### src/rtl/coord_stream_feeder.sv
// coord_stream_feeder: buffers one sorted coordinate stream in a small FIFO
// and presents the head coordinate to one leg of a binary merger. An empty,
// starved or finished leg shows an all-ones sentinel so min-selection skips it.
module coord_stream_feeder #(
  parameter int unsigned MERGER_COORD_BITS = 32,
  parameter int unsigned FIFO_DEPTH        = 4
) (
  input  logic                         clock,
  input  logic                         reset,
  input  logic                         in_valid,
  input  logic [MERGER_COORD_BITS-1:0] in_coord,
  input  logic                         in_last,
  output logic                         in_ready,
  output logic [MERGER_COORD_BITS-1:0] coord_out,
  output logic                         head_valid,
  input  logic                         fetch_next,
  input  logic                         restart,
  output logic                         done,
  output logic                         error
);

  localparam int unsigned PtrW = (FIFO_DEPTH > 1) ? $clog2(FIFO_DEPTH) : 1;
  localparam int unsigned CntW = PtrW + 1;
  localparam logic [CntW-1:0] DepthCnt = CntW'(FIFO_DEPTH);
  localparam logic [MERGER_COORD_BITS-1:0] Sentinel = '1;

  typedef enum logic [1:0] {
    StRun,
    StLastSeen,
    StDone
  } state_e;

  state_e                       state_q, state_d;
  logic [PtrW-1:0]              wr_ptr_q, wr_ptr_d;
  logic [PtrW-1:0]              rd_ptr_q, rd_ptr_d;
  logic [CntW-1:0]              count_q, count_d;
  logic                         error_q, error_d;
  logic [MERGER_COORD_BITS-1:0] mem_q [FIFO_DEPTH];

  logic push, pop;

  // Outputs decoded from registers only; no path from fetch_next/in_valid.
  assign head_valid = (count_q != '0);
  assign in_ready   = (state_q == StRun) && (count_q < DepthCnt);
  assign coord_out  = head_valid ? mem_q[rd_ptr_q] : Sentinel;
  assign done       = (state_q == StDone);
  assign error      = error_q;

  // Handshakes qualify against registered state, so a push into an empty
  // FIFO can never be popped in the same cycle.
  assign push = in_valid && in_ready;
  assign pop  = fetch_next && head_valid;

  // Next-state for pointers, occupancy, stream FSM and sticky error.
  always_comb begin
    state_d  = state_q;
    wr_ptr_d = wr_ptr_q;
    rd_ptr_d = rd_ptr_q;
    count_d  = count_q;
    error_d  = error_q;

    // Fetch on an empty leg is a merger bug, except once the stream is done.
    if (fetch_next && !head_valid && (state_q != StDone)) begin
      error_d = 1'b1;
    end
    // The sentinel value is reserved; flag it but keep the beat.
    if (push && (in_coord == Sentinel)) begin
      error_d = 1'b1;
    end

    if (restart) begin
      state_d  = StRun;
      wr_ptr_d = '0;
      rd_ptr_d = '0;
      count_d  = '0;
    end else begin
      if (push) begin
        wr_ptr_d = wr_ptr_q + PtrW'(1);
      end
      if (pop) begin
        rd_ptr_d = rd_ptr_q + PtrW'(1);
      end
      unique case ({push, pop})
        2'b10:   count_d = count_q + CntW'(1);
        2'b01:   count_d = count_q - CntW'(1);
        default: count_d = count_q;
      endcase

      unique case (state_q)
        StRun: begin
          if (push && in_last) begin
            state_d = StLastSeen;
          end
        end
        StLastSeen: begin
          if (pop && (count_d == '0)) begin
            state_d = StDone;
          end
        end
        StDone: begin
          state_d = StDone;
        end
        default: begin
          state_d = StRun;
        end
      endcase
    end
  end

  // Control state register with asynchronous active-low reset.
  always_ff @(posedge clock or negedge reset) begin
    if (!reset) begin
      state_q  <= StRun;
      wr_ptr_q <= '0;
      rd_ptr_q <= '0;
      count_q  <= '0;
      error_q  <= 1'b0;
    end else begin
      state_q  <= state_d;
      wr_ptr_q <= wr_ptr_d;
      rd_ptr_q <= rd_ptr_d;
      count_q  <= count_d;
      error_q  <= error_d;
    end
  end

  // Storage array; contents are only visible through count, so no reset.
  always_ff @(posedge clock) begin
    if (push && !restart) begin
      mem_q[wr_ptr_q] <= in_coord;
    end
  end

endmodule

### config.mk
export PLATFORM = sky130hd
export DESIGN_NAME = coord_stream_feeder
export DESIGN_NICKNAME = d
export VERILOG_FILES = /design/src/rtl/coord_stream_feeder.sv
export SDC_FILE = /design/constraint.sdc
export NUM_CORES = 1
export LEC_CHECK = 0
export CAP_MARGIN = 40
export CORE_UTILIZATION = 40
export DETAILED_ROUTE_END_ITERATION = 12
export DONT_BUFFER_PORTS = 1
export PLACE_DENSITY = 0.64
export SLEW_MARGIN = 5
export SYNTH_ARGS = -nofsm -noshare
export SYNTH_HDL_FRONTEND = slang
export SYNTH_SLANG_ARGS = --single-unit
### constraint.sdc
create_clock -name clock -period 2.4 [get_ports clock]
set_input_delay 0.6 -clock clock [delete_from_list [all_inputs] [get_ports clock]]
set_output_delay 0.6 -clock clock [all_outputs]
set_load 0.01 [all_outputs]
## Word level (Yosys, flattened, before mapping)

Memories as Yosys holds them, arrays and structs flattened.
Cells that the tools add are included.
W data, S select, Z words.

| word-level totals | value |
|---|---|
| flip-flop bits (word level) | 10 |
| bits in latches | 0 |
| memory bits (writable) | 128 |
| memory bits (read-only) | 0 |
| input port bits | 38 |
| output and inout port bits | 36 |
| word-level logic and storage cells | 53 |
| memories kept | 1 |

Memories:

| memory | words | bits a word | read ports | clocked after memory_dff | write ports | line | text |
|---|---|---|---|---|---|---|---|
| mem_q | 4 | 32 | 1 | 0 | 1 | 38 | `logic [MERGER_COORD_BITS-1:0] mem_q [FIFO_DEPTH];` |

| cells by class | value |
|---|---|
| $add $sub $neg | 4 |
| multiply operators | 0 |
| div/mod/pow operators | 0 |
| order comparisons | 1 |
| eq/ne operators | 8 |
| shift operators | 0 |
| muxes and demuxes | 16 |
| bitwise gates (word level) | 0 |
| reduce and logical (&&, ||, !) cells | 18 |

Operator list:

| cell | count |
|---|---|
| $eq A32 B32 Y1 const B | 1 |
| $mux W32 | 1 |
| $mux W2 | 7 |
| $logic_and A1 B1 Y1 | 9 |
| $mux W3 | 2 |
| $pmux W2 S3 | 1 |
| $pmux W3 S2 | 1 |
| $reduce_bool A2 Y1 | 3 |
| $add A2 B1 Y2 const B | 2 |
| $eq A2 B1 Y1 const B | 2 |
| $eq A2 B2 Y1 const B | 2 |
| $mux W1 | 4 |
| $add A3 B1 Y3 const B | 1 |
| $logic_not A3 Y1 | 1 |
| $lt A3 B3 Y1 const B | 1 |
| $ne A3 B2 Y1 const B | 1 |
| $ne A3 B3 Y1 const B | 1 |
| $reduce_bool A3 Y1 | 1 |
| $sub A3 B1 Y3 const B | 1 |
| $logic_not A1 Y1 | 2 |
| $logic_not A2 Y1 | 1 |
| $ne A2 B2 Y1 const B | 1 |
| $reduce_and A2 Y1 | 1 |

## Depth between registers and ports, before layout

Gate-level depths: netlist of run 1.

| depth | value |
|---|---|
| word-level depth | 11 |
| depth in mapped cells | 10 |
| gate-level depth less buffers | 10 |

## Worst setup path before layout of run 1

No wires, ideal clock.

| timing | value |
|---|---|
| kind | flip-flop to flip-flop |
| start point | register state_q[0] |
| end point | register state_q[1] |
| library setup time | 0.120 ns |
| data arrival time | 2.151 ns |
| data required time | 2.280 ns |
| setup slack | 0.129 ns |
| stages on the path, launching flop included | 11 |
| path buffers | 0 |
| period minus slack after synthesis | 2.271 ns |
| path through | dfrtp_1 inv_1 ha_1 nand3b_1 ha_1 inv_1 fa_1 nand4b_1 o21ai_2 a211oi_1 a41o_1 |

| on the way | value |
|---|---|
| longest elaborated chain between the ends | 10 |
| elaborated cells on any way between the ends | 17 |
| classes of those cells | eq/ne: 6; mux: 4; reduce/logical: 7 |

Ends and longest elaborated chain:

| what | line | text |
|---|---|---|
| from (decl) | 33 | `state_e state_q, state_d;` |
| from (signal assigned) | 113 | `state_q <= StRun;` |
| from (signal assigned) | 119 | `state_q <= state_d;` |
| $logic_not A2 Y1 | 44, 89 |  |
| $logic_and A1 B1 Y1 | 44 | `assign in_ready = (state_q == StRun) && (count_q < DepthCnt);` |
| $logic_and A1 B1 Y1 | 51 | `assign push = in_valid && in_ready;` |
| $eq A2 B1 Y1 or $eq A2 B2 Y1 (tied branches) | 83 | `unique case ({push, pop})` |
| $pmux W3 S2 | 83 |  |
| $mux W3 | 71 | `if (restart) begin` |
| $logic_not A3 Y1 | 96 | `if (pop && (count_d == '0)) begin` |
| $logic_and A1 B1 Y1 | 96 |  |
| $ne A3 B3 Y1 (no line) | -- |  |
| $reduce_and A2 Y1 (no line) | -- |  |

Parallel ways exist; a longest one is shown, timed or not. The select of a mux whose other input is x is not followed.
A chain may end at the register's enable or synchronous reset.

## Worst setup path in the final report of run 1

| timing | value |
|---|---|
| start point | register rd_ptr_q[0] |
| end point | output coord_out[27] |

| on the way | value |
|---|---|
| longest elaborated chain between the ends | 2 |

Ends and longest elaborated chain:

| what | line | text |
|---|---|---|
| from (decl) | 35 | `logic [PtrW-1:0] rd_ptr_q, rd_ptr_d;` |
| from (signal assigned) | 121 | `rd_ptr_q <= rd_ptr_d;` |
| $mem_v2 Z4 W32 | -- |  |
| $mux W32 | 45 | `assign coord_out = head_valid ? mem_q[rd_ptr_q] : Sentinel;` |
| to (decl) | 14 | `output logic [MERGER_COORD_BITS-1:0] coord_out,` |

No other way between the ends.

==> impl_metrics.tcl, run 1 <==
set metrics [dict create \
    dp_hpwl_um 6729 \
    min_path_type "in2reg" \
    crit_type "reg2out" \
    failed_checks "setup timing" \
    synth_xor_area_frac 0.01341 \
    io_buffers 0 \
    synth-seq-cells 138 \
    cp_top_family "multiplexers" \
    via_per_inst 5.297 \
    design.core.area_sq_um 13450 \
    cp_max_fo 7 \
    avgSynthCellArea_sq_um 19.64 \
    slew_headroom 0.6679 \
    place.gp.congestion 0.7722 \
    endpoint_kind "primary output" \
    insertion_delay_ns 0.42 \
    fmaxAchievable_ghz 0.3994 \
    maxCapViolCount 0 \
    worstPathArrival_ns 1.90 \
    power.density_nw_per_um2 1205 \
    timing.hold.ws_ns 0.2457 \
    die_h_um 120.3 \
    layout-drive-gt1-share 0.3886 \
    tns_ns -2.389 \
    place_area_sq_um 5889 \
    antennaDiodeCount 0 \
    grt_start_max_net_pins 34 \
    num-nets-final 366 \
    final_cell_area_sq_um 6779 \
    htreeDepth 4 \
    synth-simple-area-share 0.07197 \
    instances_no_fill 508 \
    clockRootBuffer "clkbuf_16" \
    grt_overflow_total 0 \
    regArea_sq_um 4095 \
    top_layer_used "met4" \
    setup_violations 32 \
    dr_wl_met2_um 5602 \
    area_delta_synth_final_pct 21.10 \
    cp.buffers_inverters 2 \
    rsz0062_at_grt "true" \
    synth_top_family_by_area "multiplexers" \
    dieArea_sq_um 14470 \
    total_power_mw 8.167 \
    cts_buffers 17 \
    rows 42 \
    finalCritPeriodShare 1.043 \
    timing.final.ws_setup_ns -0.1035 \
    wl_met3_um 727 \
    final_common_cell "edfxtp_1" \
    route.detailed.drc 0 \
    worstMarginPinSlew_ns 0.4965 \
    final_util 0.5039 \
    slew_violations 0 \
    cts_buffer_depth 2 \
    finalClockSkew_ns 0.008632 \
    leakagePower_nw 2.234 \
    slowest_delay_ns 0.52 \
    worstPathCellList "buf_6 > buf_12 > mux4_2 > or2_4" \
    io-pin-count 74 \
    synthAdderAreaFrac 0.02146 \
    ys_warn_count 0 \
    status "complete, but fails checks" \
    seq_area_frac_synth 0.7313 \
    required_ns 1.80 \
    wire_per_inst_um 21.79 \
    synth_area_sq_um 5598 \
    grt_util_all_layers 0.1677 \
    vias 2691 \
    firstDrtPassIters 4 \
    fillers 1104 \
    wirelength_um 11070 \
    synth_compound_area_frac 0.01051 \
    grt_pass1_vias 2920 \
    syn-num-nets 332 \
    hold_viol 0 \
    first_iter_violations 174 \
    cts_tree "done" \
    wl_met1_um 4531 \
    antenna_found_initial 0 \
    clk_pin_slew_ns 0.05 \
    start_kind "flop" \
    dp_cells 464 \
    min_period_ns 2.503 \
    layout_common_cells "128 x edfxtp_1, 32 x mux4_2, 32 x or2_4, 18 x buf_4, 17 x clkbuf_16" \
    yosysUniqueCellTypes 35 \
    grt_pass1_wl_um 16930 \
    multi_input_area_sq_um 1484 \
    die_w_um 120.3 \
    start_util 0.4161 \
    antenna_left 0 \
    synthMuxAreaShare 0.1305 \
    netlist_instances 285 \
    clock-sinks 138 \
    cp_slowest_cell "mux4_2" \
    ir_drop_mv 0.9675 \
    dp_slack_ns 0.02493 \
]
[area by class of cell]
cell class | count | share of cell area
sequential | 138 | 0.6041
multi-input combinational | 125 | 0.2189
clock buffer | 17 | 0.06275
timing repair buffer | 27 | 0.04596
tap | 176 | 0.03248
clock inverter | 15 | 0.03027
inverter | 10 | 0.005537
[worst register-to-register path, stage by stage (launching register included)]
cell      delay [ns]
dfrtp_1         0.44
nor3_4          0.07
inv_2           0.09
and2_1          0.17
ha_2            0.21
inv_1           0.05
fa_1            0.51
nand4b_1        0.14
o21ai_2         0.18
a211oi_1        0.09
a41o_1          0.20
[metal layers]
metal | track usage | up-vias
met5 | 0 | -
met4 | 0.07870 | 0
met3 | 0.06368 | 20
met2 | 0.2777 | 76
met1 | 0.1921 | 1403
li1 | - | 1192
[report_power, final]
group | internal [mW] | total, mW | switching, mW
registers | 2.86 | 2.95 | 0.0919
logic | 1.29 | 2.45 | 1.16
clock network | 1.82 | 2.76 | 0.940
[what timing repair did]
action	4_1_cts	5_1_grt
pin swaps	1	4
setup endpoints to repair	32	35
hold buffers	1	0
gates resized for setup	39	5
setup buffers	5	5
cloned	3	0
endpoints found under the hold margin	10	0
[final timing paths]
path	start	end	slack, ns	cells after the start
setup / recovery	rd_ptr_q[0]	coord_out[27]	-0.10	4
hold / removal	restart	rd_ptr_q[0]	0.25	1
setup reg to reg	count_q[0]	state_q[1]	0.12	10
hold reg to reg	error	error	0.55	2
max in group asynchronous	reset	rd_ptr_q[0]	1.45	1
min in group asynchronous	reset	wr_ptr_q[1]	0.58	1
[Yosys cell counts (all sizes together)]
library cell	count	share of area
edfxtp	128	0.69
mux4	32	0.13
or2	32	0.036
dfrtp	10	0.045
inv	10	0.0067
nor2	10	0.0067
ha	8	0.018
nand4	8	0.0089
buf	7	0.011
and2	5	0.0056
clkbuf	5	0.0034
nor3	3	0.0036
xnor2	3	0.0047
xor2	3	0.0047
a31oi	2	0.0022
and2b	2	0.0027
nand3	2	0.0018
o21ai	2	0.0025
a211oi	1	0.0013
a21bo	1	0.0018
a21oi	1	0.00089
a41o	1	0.0018
fa	1	0.0036
mux2i	1	0.0018
nand2	1	0.00067
nand2b	1	0.0011
nand3b	1	0.0013
nand4b	1	0.0016
nor2b	1	0.0011
nor4	1	0.0011
xnor3	1	0.0040
[flip-flops by register name, summed over array words and instances (netlist names)]
signal	cells
wr_ptr_q	2
count_q	3
error	1
state_q	2
mem_q	128
rd_ptr_q	2
[cells by family (layout without fill, tap and decap cells)]
logic type,count (synthesis),in the layout
fa+ha+maj,9,9
buf+inv,22,69
mux,33,33
compound gates,8,8
flops,138,138
simple gates,68,68
xor+xnor,7,7
Note: power is estimated with default switching activity, not from simulation.
==> inputs of run 2 (changes only) <==
PLACE_DENSITY = default   (was 0.64)
PLACE_DENSITY_LB_ADDON = 0.2   (was default)
==> impl_metrics.tcl, run 2 (synthesis results as in run 1) <==
set metrics [dict create \
    start_kind "flop" \
    first_iter_violations 169 \
    clk_pin_slew_ns 0.06 \
    crit_type "reg2out" \
    cp_slowest_cell "mux4_2" \
    place.gp.congestion 0.7877 \
    cts_buffers 17 \
    io_buffers 0 \
    min_path_type "in2reg" \
    htreeDepth 4 \
    cts_tree "done" \
    die_w_um 120.3 \
    finalClockSkew_ns 0.007011 \
    grt_pass1_wl_um 16480 \
    p_seq_frac 0.381 \
    grt_overflow_total 0 \
    grt_util_all_layers 0.1607 \
    min_period_ns 2.470 \
    p_int_mw 5.669 \
    layout-drive-gt1-share 0.3406 \
    timing.hold.ws_ns 0.2513 \
    wire_per_inst_um 21.28 \
    dieArea_sq_um 14470 \
    reg_top3 "mem_q (128), count_q (3)" \
    slew_violations 0 \
    area_delta_synth_final_pct 18.48 \
    route.detailed.drc 0 \
    clock-sinks 138 \
    maxCapViolCount 0 \
    vias 2628 \
    ir_drop_mv 0.8489 \
    rsz0062_at_grt "true" \
    final_common_cell "edfxtp_1" \
    hold_viol 0 \
    p_sw_frac 0.2723 \
    combPwrFrac 0.278 \
    worstMarginPinSlew_ns 0.5285 \
    required_ns 1.80 \
    worstPathArrival_ns 1.87 \
    grt_start_max_net_pins 34 \
    largest_reg_flops 128 \
    setup_violations 32 \
    total_power_mw 7.790 \
    timing.final.ws_setup_ns -0.06952 \
    worstPathCellList "buf_12 > mux4_2 > or2_4" \
    switching_power_mw 2.121 \
    endpoint_kind "primary output" \
    grt_pass1_vias 2801 \
    slew_headroom 0.6465 \
    antennaDiodeCount 0 \
    num-nets-final 357 \
    layout_common_cells "128 x edfxtp_1, 32 x mux4_2, 23 x or2_4, 18 x clkbuf_16, 12 x buf_4" \
    via_per_inst 5.267 \
    insertion_delay_ns 0.41 \
    antenna_left 0 \
    leakagePower_nw 2.145 \
    p_clk_frac 0.341 \
    status "complete, but fails checks" \
    cts_buffer_depth 2 \
    cp_max_fo 12 \
    power.density_nw_per_um2 1175 \
    finalCritPeriodShare 1.029 \
    firstDrtPassIters 4 \
    failed_checks "setup timing" \
    die_h_um 120.3 \
    start_util 0.4161 \
    regMostFlops "mem_q" \
    clockRootBuffer "clkbuf_16" \
    slowest_delay_ns 0.54 \
    io-pin-count 74 \
    wirelength_um 10620 \
    rows 42 \
    antenna_found_initial 0 \
    design.core.area_sq_um 13450 \
    fmaxAchievable_ghz 0.4049 \
    dp_hpwl_um 6643 \
]
## run 2: worst max-delay path, delay by kind of cell, from the launching register on
kind | cells | cell delay [ns]
and+or+nand+nor | 1 | 0.26
buffers and inverters | 1 | 0.19
DFF | 1 | 0.45
muxes | 1 | 0.54
## run 2: power by group through the flow
| stage | logic, mW | clock network [mW] | registers (mW) |
|---|---|---|---|
| 2_1_floorplan | 1.48 | 0 | 2.97 |
| 3_3_place_gp | 1.89 | 0 | 2.99 |
| 3_5_place_dp | 1.92 | 0 | 3.00 |
| 4_1_cts | 2.15 | 2.71 | 2.95 |
| 5_1_grt | 2.36 | 2.81 | 2.98 |
| 6_report | 2.17 | 2.66 | 2.96 |
## run 2: repair_timing
item / 4_1_cts / 5_1_grt
gates cloned: 0 / 1
resized for setup: 24 / 5
setup buffers: 0 / 1
endpoints found under the setup margin: 33 / 34
hold endpoints to repair: 10 / 0
pin swaps: 2 / 4
hold buffers: 1 / 0
## run 2: metal layers
metal	routed length, um	vias to the layer above	GRT usage
li1	-	1173	-
met1	4659	1386	0.2059
met2	5128	58	0.2453
met3	738	11	0.06604
met4	95	0	0.06019
met5	0	-	0
## run 2: area by class of cell
type	instances	area, sq um
timing repair buffer	18	200.2
sequential	138	4096
multi-input combinational	125	1471
clock buffer	19	432.9
clock inverter	13	173.9
fill	1133	6820
tap	176	220.2
inverter	10	37.54
## run 2: stage by stage
stage / util / worst slack (ns) / setup TNS, ns / cell area [sq um] / instances
2_1_floorplan: - / 0.1285 / 0 / 5598 / 285
3_3_place_gp: 0.4387 / 0.1226 / 0 / 5902 / 464
3_5_place_dp: 0.4387 / -0.01528 / -0.01528 / 5902 / 464
4_1_cts: 0.4890 / -0.09746 / -2.045 / 6579 / 497
5_1_grt: 0.4930 / -0.1233 / -3.286 / 6633 / 499
6_report: 0.4930 / -0.06952 / -1.439 / 6633 / 499
## run 2: final timing paths
path / from / endpoint / slack (ns) / cells past startpoint
setup / recovery: rd_ptr_q[0] / coord_out[7] / -0.07 / 3
hold / removal: restart / count_q[1] / 0.25 / 1
setup reg to reg: count_q[0] / state_q[1] / 0.14 / 10
hold reg to reg: error / error / 0.57 / 2
max in group asynchronous: reset / count_q[2] / 1.41 / 1
min in group asynchronous: reset / state_q[1] / 0.60 / 1
==> inputs of run 3 (changes only) <==
CELL_PAD_IN_SITES_DETAIL_PLACEMENT = 0   (was default)
CELL_PAD_IN_SITES_GLOBAL_PLACEMENT = 2   (was default)
SKIP_LAST_GASP = 1   (was default)
==> impl_metrics.tcl, run 3 (synthesis results as in run 1) <==
set metrics [dict create \
    cts_buffers 17 \
    start_util 0.4161 \
    dp_hpwl_um 6677 \
    final_common_cell "edfxtp_1" \
    area_delta_synth_final_pct 17.28 \
    firstDrtPassIters 4 \
    slew_headroom 0.6768 \
    regMostFlops "mem_q" \
    busiest_layer "met2" \
    grt_util_met3 0.06179 \
    grt_pass1_wl_um 16590 \
    route.detailed.drc 0 \
    place.gp.congestion 0.7410 \
    cp_max_fo 5 \
    start_kind "flop" \
    timing.final.ws_setup_ns -0.07877 \
    io-pin-count 74 \
    crit_type "reg2out" \
    wirelength_um 10840 \
    vias 2635 \
    leakagePower_nw 2.121 \
    antenna_found_initial 0 \
    required_ns 1.80 \
    clock-sinks 138 \
    status "complete, but fails checks" \
    worstPathArrival_ns 1.88 \
    worstMarginPinSlew_ns 0.4832 \
    clockRootBuffer "clkbuf_16" \
    die_w_um 120.3 \
    dieArea_sq_um 14470 \
    first_iter_violations 162 \
    slew_violations 0 \
    min_period_ns 2.479 \
    die_h_um 120.3 \
    total_power_mw 7.336 \
    rows 42 \
    largest_reg_flops 128 \
    wire_per_inst_um 21.55 \
    endpoint_kind "primary output" \
    grt_overflow_total 0 \
    num-nets-final 362 \
    reg_top3 "mem_q (128), count_q (3)" \
    io_buffers 0 \
    min_path_type "in2reg" \
    design.core.area_sq_um 13450 \
    htreeDepth 4 \
    grt_pass1_vias 2847 \
    cts_buffer_depth 2 \
    fmaxAchievable_ghz 0.4034 \
    met1_usage 0.2058 \
    failed_checks "setup timing" \
    met2_usage 0.2532 \
    layout-drive-gt1-share 0.2905 \
    setup_violations 30 \
    insertion_delay_ns 0.41 \
    finalClockSkew_ns 0.01311 \
    finalCritPeriodShare 1.033 \
    power.density_nw_per_um2 1117 \
    layout_common_cells "128 x edfxtp_1, 32 x mux4_2, 23 x or2_1, 18 x clkbuf_16, 14 x buf_4" \
    via_per_inst 5.239 \
    grt_util_all_layers 0.1637 \
    clk_pin_slew_ns 0.05 \
    ir_drop_mv 0.8099 \
    antennaDiodeCount 0 \
    hold_viol 0 \
    rsz0062_at_grt "true" \
    cts_tree "done" \
    final_util 0.4880 \
    antenna_left 0 \
    grt_start_max_net_pins 34 \
    maxCapViolCount 0 \
]
[run 3: cell count changes in the layout (fill, tap and decap cells not counted), sizes merged]
| cell | before | now |
|---|---|---|
| buf | 16 | 21 |
| clkinv | 5 | 10 |
| bufinv | 4 | 1 |
| inv | 12 | 10 |
| clkinvlp | 2 | 1 |
[run 3: path summary, 6_finish.rpt]
kind / startpoint / endpoint / slack (ns) / depth (start not counted)
setup / recovery: rd_ptr_q[0] / coord_out[19] / -0.08 / 4
hold / removal: restart / rd_ptr_q[0] / 0.24 / 1
setup reg to reg: state_q[0] / state_q[1] / 0.19 / 10
hold reg to reg: error / error / 0.56 / 2
max in group asynchronous: reset / rd_ptr_q[0] / 1.46 / 1
min in group asynchronous: reset / count_q[1] / 0.58 / 1
[run 3: layer usage]
metal	up-vias	share of wire	wire length [um]
li1	1182	-	-
met5	-	0	0
met4	0	0.011	117
met3	8	0.069	745
met1	1364	0.43	4648
met2	81	0.49	5330
[run 3: repair_timing]
item / in CTS / in global routing
pin swaps: 0 / 2
hold buffers: 1 / 0
setup endpoints to repair: 32 / 34
hold endpoints to repair: 10 / 0
buffers inserted: 1 / 4
gates cloned: 0 / 2
resized for setup: 0 / 10
[run 3: layout make-up]
type | instances | area [sq um]
fill | 1155 | 6888
sequential | 138 | 4095
inverter | 10 | 37.54
clock buffer | 19 | 432.9
tap | 176 | 220.2
timing repair buffer | 23 | 271.5
multi-input combinational | 125 | 1424
clock inverter | 12 | 83.83
[run 3: worst max-delay path, stage by stage (launching register included)]
cell,delay (ns)
dfrtp_2,0.44
buf_12,0.13
clkbuf_16,0.15
mux4_2,0.49
or2_4,0.25
[run 3: power by group]
| part | internal [mW] | total [mW] | leakage, nW | switching, mW |
|---|---|---|---|---|
| combinational | 1.02 | 2.09 | 0.580 | 1.07 |
| clock | 1.39 | 2.29 | 0.251 | 0.900 |
| sequential | 2.86 | 2.96 | 1.29 | 0.0967 |
| total | 5.27 | 7.34 | 2.12 | 2.07 |
[run 3: through the flow]
stage | TNS, ns | hold WS (ns) | area, sq um | instances | setup slack (ns)
floorplan | 0 | 0.3044 | 5598 | 285 | 0.1285
global placement | 0 | 0.3047 | 5927 | 464 | 0.08967
detailed placement | 0 | 0.3047 | 5927 | 464 | 0.04335
CTS | -1.814 | 0.2239 | 6461 | 497 | -0.09940
global route | -3.255 | 0.2279 | 6565 | 503 | -0.1377
finish | -1.220 | 0.2431 | 6565 | 503 | -0.07877
